[src/rtl/rtc_hms_core.sv]
// rtc_hms_core: BCD hh:mm:ss time-of-day counter fed by a synchronized 1 Hz strobe, with run/set-time mode FSM.
// Defining RTC_ALARM_EN adds al_hh/al_mm inputs and a registered hh:mm alarm output.
module rtc_hms_core #(
  parameter int         SYNC_STAGES = 2,
  parameter logic [7:0] INIT_HH     = 8'h00,
  parameter logic [7:0] INIT_MM     = 8'h00
) (
  input  logic       clki,
  input  logic       rst,
  input  logic       clk_hz,
  input  logic       btn_mode,
  input  logic       btn_inc,
  output logic [7:0] hh_bcd,
  output logic [7:0] mm_bcd,
  output logic [7:0] ss_bcd,
  output logic [1:0] mode,
  output logic       sec_tick
`ifdef RTC_ALARM_EN
  ,
  input  logic [7:0] al_hh,
  input  logic [7:0] al_mm,
  output logic       alarm
`endif
);
  typedef enum logic [1:0] {RUN = 2'b00, SET_HH = 2'b01, SET_MM = 2'b10} mode_e;
  mode_e                  mode_q;
  logic [SYNC_STAGES-1:0] sync_q;
  logic                   hist_q;
  logic [7:0]             hh_q, hh_d, mm_q, mm_d, ss_q, ss_d;
  logic                   run, inc_ok, run_tick;
  function automatic logic [7:0] bcd_inc(input logic [7:0] v, input logic [7:0] top);
    return (v == top) ? 8'h00 : (v[3:0] == 4'd9) ? {v[7:4] + 4'd1, 4'd0} : {v[7:4], v[3:0] + 4'd1};
  endfunction
  assign sec_tick = sync_q[SYNC_STAGES-1] & ~hist_q;
  assign run      = mode_q == RUN;
  assign inc_ok   = btn_inc & ~btn_mode;
  assign run_tick = run & sec_tick;
  // all three carries resolve from current-state compares so 23:59:59 wraps in one edge
  always_comb begin
    ss_d = (mode_q == SET_MM && btn_mode) ? 8'h00 : run_tick ? bcd_inc(ss_q, 8'h59) : ss_q;
    mm_d = ((mode_q == SET_MM && inc_ok) || (run_tick && ss_q == 8'h59)) ? bcd_inc(mm_q, 8'h59) : mm_q;
    hh_d = ((mode_q == SET_HH && inc_ok) || (run_tick && ss_q == 8'h59 && mm_q == 8'h59)) ?
           bcd_inc(hh_q, 8'h23) : hh_q;
  end
  always_ff @(posedge clki or posedge rst) begin
    if (rst) begin
      sync_q <= '0;
      hist_q <= 1'b0;
      mode_q <= RUN;
      hh_q   <= INIT_HH;
      mm_q   <= INIT_MM;
      ss_q   <= 8'h00;
    end else begin
      sync_q <= {sync_q[SYNC_STAGES-2:0], clk_hz};
      hist_q <= sync_q[SYNC_STAGES-1];
      mode_q <= btn_mode ? (mode_q == RUN ? SET_HH : mode_q == SET_HH ? SET_MM : RUN) :
                (mode_q == SET_HH || mode_q == SET_MM) ? mode_q : RUN;
      hh_q   <= hh_d;
      mm_q   <= mm_d;
      ss_q   <= ss_d;
    end
  end
  assign hh_bcd = hh_q;
  assign mm_bcd = mm_q;
  assign ss_bcd = ss_q;
  assign mode   = mode_q;
`ifdef RTC_ALARM_EN
  logic alarm_q, supp_q, hit, dismiss;
  assign hit     = run & (hh_q == al_hh) & (mm_q == al_mm);
  assign dismiss = btn_inc & run & alarm_q;
  // snooze lasts until the displayed minute moves on
  always_ff @(posedge clki or posedge rst) begin
    if (rst) begin
      alarm_q <= 1'b0;
      supp_q  <= 1'b0;
    end else begin
      alarm_q <= hit & ~supp_q & ~dismiss;
      supp_q  <= (mm_d != mm_q || hh_d != hh_q) ? 1'b0 : (supp_q | dismiss);
    end
  end
  assign alarm = alarm_q;
`endif
endmodule

[config.mk]
export PLATFORM = sky130hd
export DESIGN_NAME = rtc_hms_core
export DESIGN_NICKNAME = d
export VERILOG_FILES = /design/src/rtl/rtc_hms_core.sv
export SDC_FILE = /design/constraint.sdc
export NUM_CORES = 1
export LEC_CHECK = 0
export CAP_MARGIN = 30
export CORE_MARGIN = 2
export CORE_UTILIZATION = 51
export DETAILED_ROUTE_END_ITERATION = 10
export PLACE_DENSITY = 0.91
export RECOVER_POWER = 100
export SLEW_MARGIN = 20
export SYNTH_ARGS = -nofsm -noshare
export SYNTH_HDL_FRONTEND = slang
export SYNTH_SLANG_ARGS = --single-unit
[constraint.sdc]
create_clock -name clki -period 2.7 [get_ports clki]
set_input_delay 0.54 -clock clki [delete_from_list [all_inputs] [get_ports clki]]
set_output_delay 0.54 -clock clki [all_outputs]
set_load 0.03 [all_outputs]
==> metrics.csv <==
metric;value;unit
Die ar.;0.00359;sq mm
antenna violations before repair;0;
outcome;finished, violations left;
largest net degree at the start of global routing;30;
Yosys cell types;34;
Final min period;2340;ps
dpl cell area;0.00193;sq mm
# hold bufs at CTS;0;
worst hold start;sync_q[0]$_DFF_PP0_;
final hold violation count;0;
via count;1335;
Clock Pin Slew Worst Setup and Hold Paths;100;ps
maxcap violations;1;
die span in x;59.9;um
Hold Crit Depth;0;
Max VDD drop;499;uV
Initial DRC Count;103;
post-synthesis cell area;0.00159;sq mm
total iterations of the first detailed-routing run;4;
#FFs+latches synth;29;
Max Slew Vio Count;30;
Req. time, crit path;2920;ps
setup tns final;0;ps
Mapped Nets;180;
Post-DP HPWL;2.37;mm
Post-Syn Instances;160;
CTS sink count;29;
Final Instance Area;0.00201;sq mm
DR WL/cell;14.4;um
Post-CTS Resized;0;
Synth Area per Inst;9.96;sq um
total gr overflow;0;
GRT busiest layer;met2;
boundary pin count;32;
CTS root buffer;clkbuf_4;
R2R Path End;hh_bcd[7]$_DFFE_PP0P_;
P&R area growth vs syn;26.4;%
Residual DRC;0;
Cell Rows;20;
startpoint types;register;
Total Routing Usage GR;0.216;
post-synthesis sequential area ratio;0.455;
Crit path arrival time;2560;ps
Post-synth top flop;dfrtp_1;
Setup crit end kind;register;
Max-slew headroom;-0.0198;
fin util;0.671;
most common cell after layout, fill and taps aside;dlygate4sd3_1;
most frequent cells in the layout;30 x dlygate4sd3_1, 29 x dfrtp_1, 17 x nand2_1;
CTS tree;done;
Die Ht;59.9;um
PwrDens;921;mW/mm^2
clock latency on the worst-skew pair;330;ps
Nets;216;
reg-to-reg slack, setup;360;ps
r2r startpoint;mode[1]$_DFFE_PP0P_;
routing usage on met1;0.249;
WS Path Type;reg2reg;
failing checks;max-capacitance violations, max-slew violations;
drt via density;5.80;
warnings from Yosys;0;
Hold Crit Class;reg2reg;
hold endpoint;sync_q[1]$_DFF_PP0_;
Post-synth EDFFs;0;
share of cells above drive strength 1;0.0609;
worst-margin pin slew;1530;ps
Final Cycle Share;0.866;
CTS max path bufs;2;
n_diodes;0;
Final Skew;12.1;ps
RSZ-0062 raised after global routing;no;
Fmax;428;MHz
CP max FO;12;
Setup violations, final;0;
Routed WL;3.30;mm
Core ar.;0.00300;sq mm
Antenna Nets Post-Route;0;
Leak Pwr;0.00103;uW
initial core utilization;0.531;
asr flop ratio synth;1.00;
GPL Wtd Cong;0.846;
worst r2r path cells;7;
H-tree levels;2;
met3 usage;0.0736;
first-pass GRT wire length;5.70;mm
IO Port Bufs;31;
setup bufs post-CTS;0;
vias in the first global route;1323;
CTS buffer count;5;
met2 Use GR;0.348;
## cell type report
class	instances	area, sq um
Clock buffer	7	55.1
Timing Repair Buffer	32	314
Multi-Input combinational cell	118	811
Sequential cell	29	726
Clock inverter	1	30.0
Fill cell	228	988
Inverter	10	37.5
Tap cell	33	41.3
## through the flow
step	setup WS, ps	hold WS [ps]	total power (uW)	cells
after floorplan	624	331	1190	160
after global placement	275	333	1470	222
after detailed placement	151	342	1520	222
after CTS	347	363	1900	230
after global routing	187	374	1980	230
final	363	361	1850	230
## flip-flops by register name, indices dropped and copies added, names as in the netlist
name / count
hh_bcd: 8
sync_q: 2
mode: 2
ss_bcd: 8
hist_q: 1
mm_bcd: 8
## worst max path at each step
stage                                 end  cells past startpoint                start  slack, ps
finish              hh_bcd[7]$_DFFE_PP0P_                      7  mode[1]$_DFFE_PP0P_        360
CTS                 hh_bcd[7]$_DFFE_PP0P_                      7  mode[0]$_DFFE_PP0P_        350
global route        hh_bcd[7]$_DFFE_PP0P_                      7  mode[1]$_DFFE_PP0P_        190
floorplan           hh_bcd[7]$_DFFE_PP0P_                      7  mode[0]$_DFFE_PP0P_        620
global placement    hh_bcd[2]$_DFFE_PP0P_                      5             btn_mode        270
detailed placement  hh_bcd[2]$_DFFE_PP0P_                      5             btn_mode        150
## per-layer routing
| layer | share of wire | up-vias | wire [um] |
|---|---|---|---|
| li1 | - | 627 | - |
| met1 | 0.41 | 645 | 1350 |
| met2 | 0.51 | 53 | 1690 |
| met3 | 0.060 | 10 | 197 |
| met4 | 0.021 | 0 | 68 |
| met5 | 0 | - | 0 |
## power breakdown
| part | switching, uW | internal [uW] | total [uW] |
|---|---|---|---|
| Combinational | 479 | 300 | 779 |
| Sequential | 157 | 541 | 697 |
| Clock | 157 | 221 | 378 |
| Total | 793 | 1060 | 1850 |
## kinds of logic after synthesis
group / Yosys count / share of synthesized area
simple gates: 65 / 0.233
compound gates: 32 / 0.121
flops: 29 / 0.455
fa+ha+maj: 15 / 0.118
buf+inv: 13 / 0.0361
xor+xnor: 3 / 0.0165
mux: 3 / 0.0204
## critical path, stage by stage (launching register included)
cell and delay, ps:
dfrtp_1 420, inv_1 90, ha_1 270, nand3b_4 140
nor3_4 210, a32oi_1 340, or4_1 610, xnor2_1 140
## Yosys cell counts, types with 2 or more instances
cell type	count	area (sq um)
o21ai_0	14	70.1
dfrtp_1	29	726
a21oi_1	5	25.0
xor2_1	2	17.5
nand3b_4	2	40.0
nand3_1	7	35.0
mux2_2	2	22.5
ha_1	15	188
o31ai_1	6	45.0
nand2b_1	4	25.0
nor3_1	6	30.0
nor2_1	12	45.0
nor2b_1	5	31.3
a21o_1	3	22.5
inv_1	10	37.5
and3b_1	3	26.3
and2_1	2	12.5
nand2_1	17	63.8
(Power assumes the default switching activity.)
